--- config.mk ---
export PLATFORM = sky130hd
export DESIGN_NAME = dmem_port_arbiter
export DESIGN_NICKNAME = d
export VERILOG_FILES = /design/src/rtl/dmem_port_arbiter.sv
export SDC_FILE = /design/constraint.sdc
export NUM_CORES = 1
export LEC_CHECK = 0
export BUFFER_PORTS_ARGS = -buffer_cell sky130_fd_sc_hd__buf_2
export CAP_MARGIN = 25
export CORE_ASPECT_RATIO = 0.75
export CORE_MARGIN = 5
export CORE_UTILIZATION = 45
export CTS_CLUSTER_DIAMETER = 80
export DETAILED_ROUTE_END_ITERATION = 12
export PLACE_DENSITY = 0.8
export SYNTH_ARGS = -nofsm -noshare
export SYNTH_HDL_FRONTEND = slang
export SYNTH_SLANG_ARGS = --single-unit
--- constraint.sdc ---
create_clock -name clk -period 2.1 [get_ports clk]
set_clock_uncertainty 0.1 [all_clocks]
set_input_delay 0.21 -clock clk [delete_from_list [all_inputs] [get_ports clk]]
set_output_delay 0.21 -clock clk [all_outputs]
set_load 0.01 [all_outputs]
--- src/rtl/dmem_port_arbiter.sv ---
// Round-robin arbiter sharing one single-ported data memory between the core (C)
// and a loader/debug DMA port (D), with optional D burst locking.
module dmem_port_arbiter #(
  parameter int AW        = 32,
  parameter int DW        = 32,
  parameter int MAX_BURST = 4
) (
  input  logic          clk,
  input  logic          rst_n,
  input  logic          c_req,
  input  logic          c_we,
  input  logic [AW-1:0] c_addr,
  input  logic [DW-1:0] c_wdata,
  output logic          c_gnt,
  output logic          c_rvalid,
  output logic [DW-1:0] c_rdata,
  input  logic          d_req,
  input  logic          d_we,
  input  logic [AW-1:0] d_addr,
  input  logic [DW-1:0] d_wdata,
  input  logic          d_lock,
  output logic          d_gnt,
  output logic          d_rvalid,
  output logic [DW-1:0] d_rdata,
  output logic [AW-1:0] mem_addr,
  output logic [DW-1:0] mem_wdata,
  output logic          mem_read,
  output logic          mem_write,
  input  logic [DW-1:0] mem_rdata
);

  localparam int            BW        = $clog2(MAX_BURST + 1);
  localparam logic [BW-1:0] BURST_CAP = BW'(MAX_BURST);

  typedef enum logic {IDLE, ACCESS} state_t;
  typedef enum logic {OWN_C, OWN_D} owner_t;

  state_t        state;
  owner_t        last_owner;
  logic [BW-1:0] burst_cnt;

  logic          d_locked;
  logic          pick_d;
  logic          any_req;
  logic          sel_we;
  logic [AW-1:0] sel_addr;
  logic [DW-1:0] sel_wdata;

  function automatic logic [BW-1:0] sat_inc(input logic [BW-1:0] v);
    return (v >= BURST_CAP) ? BURST_CAP : v + BW'(1);
  endfunction

  // Arbitration (IDLE cycle): a locked D keeps the memory until the burst cap is hit.
  always_comb begin
    any_req  = c_req | d_req;
    d_locked = (last_owner == OWN_D) && d_lock && (burst_cnt != '0);
    pick_d   = 1'b0;
    if (d_req && !c_req)
      pick_d = 1'b1;
    else if (d_req && c_req)
      pick_d = (d_locked && (burst_cnt < BURST_CAP)) ? 1'b1 : (last_owner == OWN_C);
    sel_we    = pick_d ? d_we    : c_we;
    sel_addr  = pick_d ? d_addr  : c_addr;
    sel_wdata = pick_d ? d_wdata : c_wdata;
  end

  always_ff @(posedge clk or negedge rst_n) begin
    if (!rst_n) begin
      state      <= IDLE;
      last_owner <= OWN_D;
      burst_cnt  <= '0;
      c_gnt      <= 1'b0;
      d_gnt      <= 1'b0;
      c_rvalid   <= 1'b0;
      d_rvalid   <= 1'b0;
      mem_read   <= 1'b0;
      mem_write  <= 1'b0;
      mem_addr   <= '0;
      mem_wdata  <= '0;
      c_rdata    <= '0;
      d_rdata    <= '0;
    end else begin
      c_gnt     <= 1'b0;
      d_gnt     <= 1'b0;
      c_rvalid  <= 1'b0;
      d_rvalid  <= 1'b0;
      mem_read  <= 1'b0;
      mem_write <= 1'b0;
      case (state)
        IDLE: begin
          if (any_req) begin
            // Grant stage: register the winner's access toward the memory.
            state      <= ACCESS;
            mem_addr   <= sel_addr;
            mem_wdata  <= sel_wdata;
            mem_read   <= ~sel_we;
            mem_write  <= sel_we;
            c_gnt      <= ~pick_d;
            d_gnt      <= pick_d;
            last_owner <= pick_d ? OWN_D : OWN_C;
            if (pick_d)
              burst_cnt <= d_lock ? sat_inc(burst_cnt) : '0;
            else
              burst_cnt <= '0;
          end
        end
        ACCESS: begin
          // Access stage: read data returns to the owner of this cycle.
          state <= IDLE;
          if (mem_read) begin
            if (last_owner == OWN_D) begin
              d_rdata  <= mem_rdata;
              d_rvalid <= 1'b1;
            end else begin
              c_rdata  <= mem_rdata;
              c_rvalid <= 1'b1;
            end
          end
        end
        default: state <= IDLE;
      endcase
    end
  end

endmodule

==> impl_metrics.csv <==
group,metric,value,unit
clocking,post-cts-setup-buffer-count,0,
final_layout,fin_util,77.6,%
final_layout,fin_area,0.00952,mm2
routing,final_antenna_net_count,0,
clocking,cts_resized,0,
global_route,grt_pass1_vias,6234,
hold_path,hold_class,"primary input to flop",
routing,vias,5421,
setup_path,regToRegEndpoint,"mem_wdata[19]",
timing,rsz0062_at_grt,"no",
logic_synthesis,syn_nets,557,
floorplan,dieWidth,139,um
final_layout,fin_nets,1020,
clocking,ctsHoldBuffers,162,
logic_synthesis,synth_top_area_cell,"dfrtp_1",
timing,period_minus_slack,1.94,ns
setup_path,r2r.worst_path.cells,6,
logic_synthesis,synthTopCellsByArea,"dfrtp_1 (61%), mux2_2 (13%), a221o_1 (11%), and2_1 (7.0%), buf_6 (1.2%)",
clocking,cts_made_buffers,17,
global_route,grt_max_degree,68,
routing,routed_wl,21.2,mm
final_layout,layout_common_cells,"buf_2 (299), dlygate4sd3_1 (162), dfrtp_1 (138)",
place,place_congestion,0.842,
floorplan,num_rows,35,
timing,timing.fmax,0.517,GHz
clocking,clock_path_buffers,2,
place,dp_cells,836,
clocking,clk_latency,0.40,ns
timing,setup_viol,0,
clocking,clkTransAtPathRegs,0.06,ns
setup_path,arrival,2.12,ns
routing,avgRoutedWirePerCell,20.5,um
setup_path,cp-endpoint,"mem_wdata[19]",
setup_path,cp_max_fo,33,
global_route,grt_overflow,0,
clocking,htree_num_levels,4,
logic_synthesis,yosysWarnings,0,
logic_synthesis,synth.top_cell.area_share,61.2,%
global_route,gr-usage-all-layers,28.8,%
place,placed_cell_area,0.00733,mm2
setup_path,r2r-start,"burst_cnt[0]",
logic_synthesis,syn_avg_cell_area,14.5,um2
place,post-dp-hpwl,12.2,mm
logic_synthesis,synth.cell_area,0.00564,mm2
logic_synthesis,ys_seq_elements,139,
setup_path,ff2ff_setup_slack,0.16,ns
final_layout,drive_above_1_share,47.5,%
routing,vias_per_cell,5.26,
place,io_buffer_count,300,
clocking,cts_root_buffer,"clkbuf_16",
routing,drtIter0Drc,342,
timing,fin_crit_sh,92.2,%
run_status,outcome,"completed",
logic_synthesis,postSynthCellCount,388,
setup_path,critPathKind,"flop to flop",
final_layout,area_delta_synth_final,68.8,%
final_layout,finalNonFillerCells,1030,
global_route,antenna_found_initial,0,
power_and_ir_drop,powerDensity,1120,mW/mm2
routing,drt_first_pass_iters,5,
clocking,cts_tree,"done",
setup_path,cp-end-kind,"flop",
routing,drc,0,
floorplan,io_pins,301,
power_and_ir_drop,finalPower,10.7,mW
floorplan,start_util,46.0,%
power_and_ir_drop,p_leak,4.64,nW
timing,setup_tns,0,ns
setup_path,worstSetupStartpoint,"burst_cnt[0]",
logic_synthesis,seq_area_frac_synth,61.7,%
clocking,numClockSinks,139,
timing,relSlewSlack,65.9,%
timing,worst_slew_pin_slew,0.511,ns
setup_path,cp.required,2.28,ns
timing,hold_viol,0,
logic_synthesis,ys_types,30,
final_layout,layout_commonest_cell,"buf_2",
power_and_ir_drop,ir_worst_vdd,630,uV
run,cap_violations,0,
final_layout,num_antenna_cells,0,
floorplan,die_h,107,um
setup_path,critPathLaunchType,"flop",
floorplan,coreArea,0.0123,mm2
global_route,grt_pass1_wl,33.6,mm
floorplan,die-area,0.0149,mm2
timing,drv_slew,0,
registers in the layout (all words and copies together) (netlist names):
name and count:
mem_write 1, c_rdata 32, d_rdata 32, c_gnt 1, last_owner 1, mem_addr 32, d_gnt 1, mem_read 1
state 1, mem_wdata 32, d_rvalid 1, burst_cnt 3, c_rvalid 1
how the worst min path moves through the flow:
| stage | depth (start not counted) | from | endpoint | slack, ns |
|---|---|---|---|---|
| CTS | 3 | d_we | mem_write | 0.02 |
| detailed placement | 1 | rst_n | mem_wdata[26] | 0.06 |
| floorplan | 0 | rst_n | burst_cnt[0] | -0.19 |
| finish | 3 | d_we | mem_write | 0.03 |
| global route | 3 | d_we | mem_write | 0.04 |
| global placement | 1 | rst_n | mem_wdata[18] | 0.05 |
cells in the mapped netlist:
cell       count
a32o_1         1
and2_1        63
nand3_1        3
ha_1           2
o21bai_4       1
a21boi_2       1
nand4bb_1      1
buf_2         10
a221o_1       63
a21bo_2        1
nand4_1        1
o21ai_0        3
nand2_1        1
and4bb_2       1
mux2_2        64
a21oi_1        3
dfrtp_1      138
buf_6          6
buf_4          4
a21o_1         1
nor2b_1        2
inv_1          5
a31o_1         1
nor2_1         1
a21oi_2        1
and3_1         1
clkbuf_1       6
nor3_4         1
dfstp_2        1
nand3b_1       1
per-stage QoR:
step / worst slack, ns / hold slack (ns)
final: 0.164 / 0.0285
after global routing: 0.109 / 0.0391
after CTS: 0.203 / 0.0169
after detailed placement: 0.198 / 0.0562
after global placement: 0.310 / 0.0452
after floorplan: 0.398 / -0.186
cell type report:
| type | instances | area, um2 |
|---|---|---|
| tap | 166 | 208 |
| clock inverter | 12 | 114 |
| clock buffer | 20 | 457 |
| timing repair buffer | 470 | 3260 |
| sequential | 139 | 3480 |
| inverter | 5 | 18.8 |
| multi-input combinational | 218 | 1980 |
| fill | 730 | 2740 |
where the power goes:
part / total (mW) / internal (mW) / switching, mW
registers: 4.20 / 3.66 / 0.549
logic: 3.61 / 1.84 / 1.77
clock network: 2.84 / 1.70 / 1.14
worst max-delay path, cell delays in order (launching register included):
cell and delay (ns):
dfrtp_1 0.36, inv_1 0.08, ha_1 0.22, and4bb_2 0.36
nor3_4 0.05, buf_4 0.26, a221o_1 0.37
cells by family (layout without fill, tap and decap cells):
kind of cell,Yosys count,after routing,synth area share [%]
AO/OA/AOI/OAI,76,76,13.0
adder cells (fa/ha/maj),2,2,0.444
buffers and inverters,31,507,3.35
flip-flops,139,139,61.7
multiplexers,64,64,12.8
AND/OR/NAND/NOR,76,76,8.68
routing by layer:
| metal | GRT usage, % | wire length (um) | vias up | share of wire, % |
|---|---|---|---|---|
| met3 | 7.04 | 1340 | 99 | 6.3 |
| met2 | 53.2 | 11400 | 330 | 54 |
| met1 | 30.3 | 7310 | 2623 | 35 |
| li1 | - | - | 2369 | - |
| met4 | 16.1 | 1140 | 0 | 5.4 |
| met5 | 0 | 0 | - | 0 |
No activity file was read; power rests on OpenSTA's default activity.
